[src/rtl/level_meter_defs_pkg.sv]
// Shared definitions for level_meter_scheduler: FSM state encoding,
// the channel-tag width helper and the default level width.
package level_meter_defs;

  localparam int DEFAULT_WIDTH = 16;

  typedef enum logic [1:0] {
    S_IDLE   = 2'd0,
    S_UPDATE = 2'd1,
    S_OUTPUT = 2'd2
  } state_t;

  // Tag width never collapses to zero, even for a single channel.
  function automatic int chw_f(input int n);
    return (n <= 1) ? 1 : $clog2(n);
  endfunction

endpackage

[src/rtl/level_meter_scheduler_rr_arbiter.sv]
// Combinational round-robin arbiter: grants the first requester found
// when searching ptr, ptr+1, ... modulo n.
module rr_arbiter
  import level_meter_defs::*;
#(
  parameter  int n  = 2,
  localparam int pw = chw_f(n)
) (
  input  logic [n-1:0]  req,
  input  logic [pw-1:0] ptr,
  output logic [pw-1:0] grant,
  output logic          any_req
);

  // Walk offsets from farthest to nearest so the nearest requester wins.
  always_comb begin
    grant   = '0;
    any_req = |req;
    for (int i = n - 1; i >= 0; i--) begin
      if (req[(int'(ptr) + i) % n]) grant = pw'((int'(ptr) + i) % n);
    end
  end

endmodule

[src/rtl/level_meter_scheduler.sv]
// Shares one output path between per-channel level streams with round-robin
// arbitration and per-channel peak hold/decay (LEVEL_METER_PEAK_HOLD_EN).
module level_meter_scheduler
  import level_meter_defs::*;
#(
  parameter  int               width      = DEFAULT_WIDTH,
  parameter  int               channels   = 2,
  parameter  int               hold_count = 8,
  parameter  logic [width-1:0] decay_step = 16'h0100,
  localparam int               chw        = chw_f(channels)
) (
  input  logic                      clk,
  input  logic                      reset,
  input  logic [channels-1:0]       i_valid,
  output logic [channels-1:0]       i_ready,
  input  logic [channels*width-1:0] i_value,
  output logic                      o_valid,
  input  logic                      o_ready,
  output logic [chw-1:0]            o_channel,
  output logic [width-1:0]          o_level,
  output logic [width-1:0]          o_peak
);

  state_t           state, state_nxt;
  logic [chw-1:0]   rr_ptr;
  logic [chw-1:0]   grant;
  logic             any_req;
  logic [width-1:0] sample;
  logic [chw-1:0]   ch;
  logic [width-1:0] peak_upd;

  rr_arbiter #(.n(channels)) u_arb (
    .req     (i_valid),
    .ptr     (rr_ptr),
    .grant   (grant),
    .any_req (any_req)
  );

  always_ff @(posedge clk or negedge reset) begin
    if (!reset) state <= S_IDLE;
    else        state <= state_nxt;
  end

  always_comb begin
    state_nxt = state;
    case (state)
      S_IDLE:   if (any_req) state_nxt = S_UPDATE;
      S_UPDATE: state_nxt = S_OUTPUT;
      S_OUTPUT: if (o_ready) state_nxt = S_IDLE;
      default:  state_nxt = S_IDLE;
    endcase
  end

  // Ready is gated by reset so no transfer appears accepted while held in reset.
  always_comb begin
    i_ready = '0;
    if (state == S_IDLE && any_req && reset) i_ready[grant] = 1'b1;
    o_valid = (state == S_OUTPUT);
  end

  // Capture stage (S_IDLE transfer) and output load stage (S_UPDATE).
  always_ff @(posedge clk or negedge reset) begin
    if (!reset) begin
      rr_ptr    <= '0;
      sample    <= '0;
      ch        <= '0;
      o_channel <= '0;
      o_level   <= '0;
      o_peak    <= '0;
    end else begin
      if (state == S_IDLE && any_req) begin
        sample <= i_value[int'(grant)*width +: width];
        ch     <= grant;
        rr_ptr <= chw'((int'(grant) + 1) % channels);
      end
      if (state == S_UPDATE) begin
        o_channel <= ch;
        o_level   <= sample;
        o_peak    <= peak_upd;
      end
    end
  end

`ifdef LEVEL_METER_PEAK_HOLD_EN
  localparam int hw = chw_f(hold_count + 1);

  logic [width-1:0] peak_r [channels];
  logic [hw-1:0]    hold_r [channels];
  logic [width-1:0] peak_cur;
  logic [hw-1:0]    hold_cur, hold_upd;

  function automatic logic [width-1:0] sat_sub(input logic [width-1:0] a,
                                                input logic [width-1:0] b);
    return (a > b) ? a - b : '0;
  endfunction

  function automatic logic [width-1:0] max_u(input logic [width-1:0] a,
                                              input logic [width-1:0] b);
    return (a > b) ? a : b;
  endfunction

  always_comb begin
    peak_cur = peak_r[ch];
    hold_cur = hold_r[ch];
    peak_upd = peak_cur;
    hold_upd = hold_cur;
    if (sample >= peak_cur) begin
      peak_upd = sample;
      hold_upd = hw'(hold_count);
    end else if (hold_cur != '0) begin
      hold_upd = hold_cur - hw'(1);
    end else begin
      peak_upd = max_u(sat_sub(peak_cur, decay_step), sample);
    end
  end

  always_ff @(posedge clk or negedge reset) begin
    if (!reset) begin
      for (int k = 0; k < channels; k++) begin
        peak_r[k] <= '0;
        hold_r[k] <= '0;
      end
    end else if (state == S_UPDATE) begin
      peak_r[ch] <= peak_upd;
      hold_r[ch] <= hold_upd;
    end
  end
`else
  assign peak_upd = sample;
`endif

endmodule

[config.mk]
export PLATFORM = sky130hd
export DESIGN_NAME = level_meter_scheduler
export DESIGN_NICKNAME = d
export VERILOG_FILES = /design/src/rtl/level_meter_defs_pkg.sv /design/src/rtl/level_meter_scheduler_rr_arbiter.sv /design/src/rtl/level_meter_scheduler.sv
export SDC_FILE = /design/constraint.sdc
export NUM_CORES = 1
export LEC_CHECK = 0
export ABC_CLOCK_PERIOD_IN_PS = 1500
export CAP_MARGIN = 20
export CORE_ASPECT_RATIO = 0.5
export CORE_MARGIN = 5
export CORE_UTILIZATION = 43
export CTS_CLUSTER_DIAMETER = 150
export DETAILED_ROUTE_END_ITERATION = 12
export PLACE_DENSITY = 0.79
export SLEW_MARGIN = 30
export SYNTH_ARGS = -nofsm -noshare
export SYNTH_HDL_FRONTEND = slang
export SYNTH_SLANG_ARGS = --single-unit
[constraint.sdc]
create_clock -name clk -period 1.5 [get_ports clk]
set_input_delay 0.3 -clock clk [delete_from_list [all_inputs] [get_ports clk]]
set_output_delay 0.3 -clock clk [all_outputs]
set_load 0.02 [all_outputs]
Yosys cells after proc, flatten, opt, wreduce, memory -nomap -nowiden

Cells that the tools add are included.

Register bits after elaboration: 37
Input port bits: 37
Output and inout port bits: 36
Logic and storage cells: 37

Add/subtract/negate cells: 2
Magnitude comparators: 4
Equal/unequal tests: 4
Shift-type cells: 1
Multiplexer cells: 13
Bitwise operators: 1
Reductions and logical operators: 6

Operators by type and width:

| kind                | count |
|---|---|
| $shiftx 32x6->16    | 1 |
| $mux 1              | 8 |
| $mux 2              | 3 |
| $pmux 2 s3          | 1 |
| $lt 1x2->1 const B  | 2 |
| $logic_and 1x1->1   | 3 |
| $lt 2x3->1 const B  | 1 |
| $add 1x1->1 const B | 2 |
| $eq 2x1->1 const B  | 1 |
| $eq 2x2->1 const B  | 1 |
| $logic_not 2->1     | 1 |
| $ne 2x1->1 const B  | 1 |
| $ne 2x2->1 const B  | 1 |
| $reduce_and 2->1    | 1 |
| $reduce_or 2->1     | 1 |
| $and 1x1->1 const A | 1 |
| $demux 1 s1         | 1 |
| $ge 1x1->1 const B  | 1 |

Depth between registers and ports, before layout

Gate-level depths: netlist of run 1.

Depth in word-level cells: 12
Mapped depth: 5
Depth with buffers taken out: 3

By module

From an unflattened synthesis of run 1, not the netlist that was laid out.

Cells, all modules: 121
Area, all modules: 1780.5 um^2

By module, submodules not included:

| module                | times used | cells each | area an instance (um^2) | seq. area each (um^2) |
|---|---|---|---|---|
| level_meter_scheduler | 1          | 118        | 1762.9                  | 925.9 |
| rr_arbiter            | 1          | 3          | 17.5                    | 0.0 |

Worst setup path before layout of run 1

Ideal clock, no wire load.

Path kind: register -> output
Start: register state[1]
End: output i_ready[1]
Arrival time: 1.164 ns
Required time: 1.200 ns
Path slack: 0.036 ns
Stages on the path, launching flop included: 5
Path buffers: 1
Cells stage by stage: dfrtp_1 nor2_2 nand3_2 buf_6 nor2_1

Longest elaborated chain between the ends: 4

Ends and longest elaborated chain:

| what                            | RTL line                    | text |
|---|---|---|
| start: declaration              | level_meter_scheduler.sv:24 | `state_t state, state_nxt;` |
| start signal: assignment        | level_meter_scheduler.sv:41 | `else state <= state_nxt;` |
| $logic_not 2->1                 | level_meter_scheduler.sv:57 | `if (state == S_IDLE && any_req && reset) i_ready[grant] = 1'b1;` |
| $logic_and 1x1->1 (2 in series) | level_meter_scheduler.sv:57 |  |
| $mux 2                          | level_meter_scheduler.sv:57 |  |
| end: declaration                | level_meter_scheduler.sv:15 | `output logic [channels-1:0] i_ready,` |

No other way between the ends.

Worst setup path in the final report of run 1

Start: register state[0]
End: output i_ready[1]

Same word-level chain as after synthesis.

==> results of run 1 <==
-- cells by family after synthesis --
family,after synthesis,synth area share [%]
compound gates,35,16.3
buf+inv,57,17.9
simple gates,14,4.34
flops,37,49.4
mux,17,12.0
-- final timing paths --
kind | end | startpoint | slack [ns]
worst max-delay path | i_ready[1] | state[0] | -0.02
worst min-delay path | o_peak[9] | reset | 0.08
worst max register to register | peak_upd[8] | state[1] | 0.11
worst min register to register | peak_upd[11] | peak_upd[11] | 0.50
max in group asynchronous | peak_upd[3] | reset | 1.11
min in group clk | peak_upd[11] | peak_upd[11] | 0.50
-- critical path, stage by stage, from the launching register on --
cell and delay (ns):
dfrtp_1 0.41, nor2_2 0.17, nand3_2 0.13, nor2_4 0.10, buf_6 0.12
-- synth_stat cells --
master / n
buf_6: 4
nor2_2: 2
nand2b_1: 2
nand3_2: 2
nand2_1: 3
dfrtp_1: 37
or2_1: 1
mux2_2: 8
o21ai_1: 2
buf_12: 1
or2b_1: 1
o221ai_1: 9
o21ai_2: 7
inv_1: 34
mux2_4: 9
o221ai_2: 7
o21ai_0: 10
buf_8: 1
nor2_1: 3
buf_4: 17
-- what timing repair did --
item,4_1_cts,5_1_grt
gates resized for setup,54,4
setup endpoints to repair,36,5
pin swaps,1,2
buffers inserted,0,1
-- cells in the final DEF (no fill, tap or decap), drive strengths merged, types with 5 or more instances in the layout --
cell type	instances
buf	16
clkbuf	6
o221ai	16
clkdlybuf4s50	33
mux2	17
nor2	5
o21ai	19
dfrtp	37
dlygate4sd2	35
inv	34
-- through the flow --
step,hold slack (ns),TNS [ns]
final,0.0755,-0.0297
after global routing,0.115,-0.172
after CTS,0.0862,-0.0320
after detailed placement,0.388,-2.94
after global placement,0.384,-1.96
after floorplan,0.00441,0
-- flip-flops by register name, indices dropped and copies added (netlist names) --
name and flops:
o_channel 1, o_peak 16, ch 1, rr_ptr 1, peak_upd 16, state 2
-- power by group --
| part | internal (mW) | switching [mW] | total [mW] |
|---|---|---|---|
| Combinational | 1.35 | 1.47 | 2.82 |
| Sequential | 1.49 | 0.315 | 1.80 |
| Clock | 0.322 | 0.324 | 0.645 |
| Total | 3.16 | 2.11 | 5.27 |
-- final cells by class --
class,count,area (µm²),area share [%]
tap,54,67.6,2.60
inverter,34,128,4.91
clock inverter,2,10.0,0.385
multi-input combinational,66,627,24.1
sequential,37,926,35.6
timing repair buffer,84,769,29.6
clock buffer,6,72.6,2.79
-- per-layer routing --
layer / share of wire (%) / track usage [%] / vias up
met1: 39 / 17.2 / 671
met5: 0 / 0 / -
li1: - / - / 650
met3: 3.7 / 4.08 / 4
met4: 1.0 / 3.51 / 0
met2: 56 / 29.5 / 29
==> metrics.md, run 1 <==
| Metric | Value |
|---|---|
| Yosys top cell area share | `49.4%` |
| Post-layout nets | `265` |
| Worst endpoint data arrival time | `1.22 ns` |
| Share of cells above drive strength 1 | `26.2%` |
| Post-route ant nets | `0` |
| Placeable Area | `between 4000 and 5000 µm²` |
| Fin Clk Skew | `approximately 0.0074 ns` |
| RePlAce Congestion | `0.838` |
| P&R area growth vs syn | `38.8%` |
| DR vias | `1354` |
| Number of distinct library cells after synthesis | `20` |
| Die width | `~100 µm` |
| Place WS | `-0.563 ns` |
| Status | `finished with violations` |
| Minimum clock period | `1.52 ns` |
| Initial antenna violation count | `0` |
| Syn avg cell area | `~12 µm²` |
| Placed insts | `roughly 270` |
| Row count | `16` |
| RSZ-0062 raised after global routing | `true` |
| Worst reg-to-reg path cell count | `5` |
| Layout Cells excl Fill | `between 200 and 300` |
| DRC Markers | `0` |
| Tot Pwr | `5.27 mW` |
| Leakage | `1.33 nW` |
| Peak supply drop | `between 0.0009 and 0.001 V` |
| Die area | `between 5000 and 6000 µm²` |
| Clk root buf | `clkbuf_8` |
| Max-slew violation count | `0` |
| Mapped Area | `1870 µm²` |
| Quantity of hold-fixing buffers added after cts | `0` |
| Clk slew on worst S/H paths | `0.07 ns` |
| Final setup fails | `2` |
| Final Instance Area | `roughly 2600 µm²` |
| CP max FO | `4` |
| CP Capture Type | `output port` |
| FF+latch count, synth | `37` |
| Synth area leaders | `dfrtp_1 (49%), mux2_4 (7.2%), buf_4 (6.8%)` |
| Fmax | `660 MHz` |
| DR WL/cell | `15.4 µm` |
| Initial Util | `about 46%` |
| CTS Sinks | `37` |
| Hold crit path type | `input pin to asynchronous set/reset pin` |
| Worst-Margin Slew | `0.452 ns` |
| Num CTS Buffers | `5` |
| Startpoint Class | `flop` |
| ANT cells | `0` |
| Ys Warns | `0` |
| Via density | `between 4 and 5` |
| Worst skew pair latency | `0.28 ns` |
| First-pass GRT wire length | `7.11 mm` |
| Drt first pass iters | `4` |
| Cell taking the most area after synthesis | `dfrtp_1` |
| Max Cap Violations | `0` |
| WP data required | `1.20 ns` |
| GRT Util Overall | `15.6%` |
| Max Buffers Root-to-Sink | `2` |
| # IOs | `73` |
| Post-DP Area | `2530 µm²` |
| Setup Crit Path Kind | `flop to output port` |
| # fillers | `around 340` |
| Cells after Synth | `160` |
| Vias in the first global route | `roughly 1500` |
| Buffers added on ports | `72` |
| GRT overflow | `0` |
| CTS H-Tree Depth | `2` |
| Final hold vios | `0` |
| CTS tree | `done` |
| Fin util | `between 60% and 70%` |
| DRT Wirelength | `4.35 mm` |
| Max-Slew Margin vs Limit | `roughly 70%` |
| Initial DRC count | `46` |
| Sequential element share of the synthesized area | `about half` |
| Die H | `56.7 µm` |
| Post-Syn Nets | `197` |
| Final period util | `101%` |
| DP Wirelength | `3.37 mm` |
| Power Density | `2030 nW/µm²` |
| Final WS setup | `-0.0152 ns` |
| Largest net degree at the start of global routing | `38` |
| Failing checks | `negative setup slack` |
Power figures use the tool's default switching activity.
==> run 2: changes to the inputs <==
CTS_CLUSTER_DIAMETER = not set   (was 150)
==> results of run 2 <==
No change in the layout: final DEF, timing and power equal those of run 1.
==> run 3: changes to the inputs <==
CTS_CLUSTER_DIAMETER = 200   (was not set)
==> results of run 3 <==
No change in the layout: final DEF, timing and power equal those of run 1.
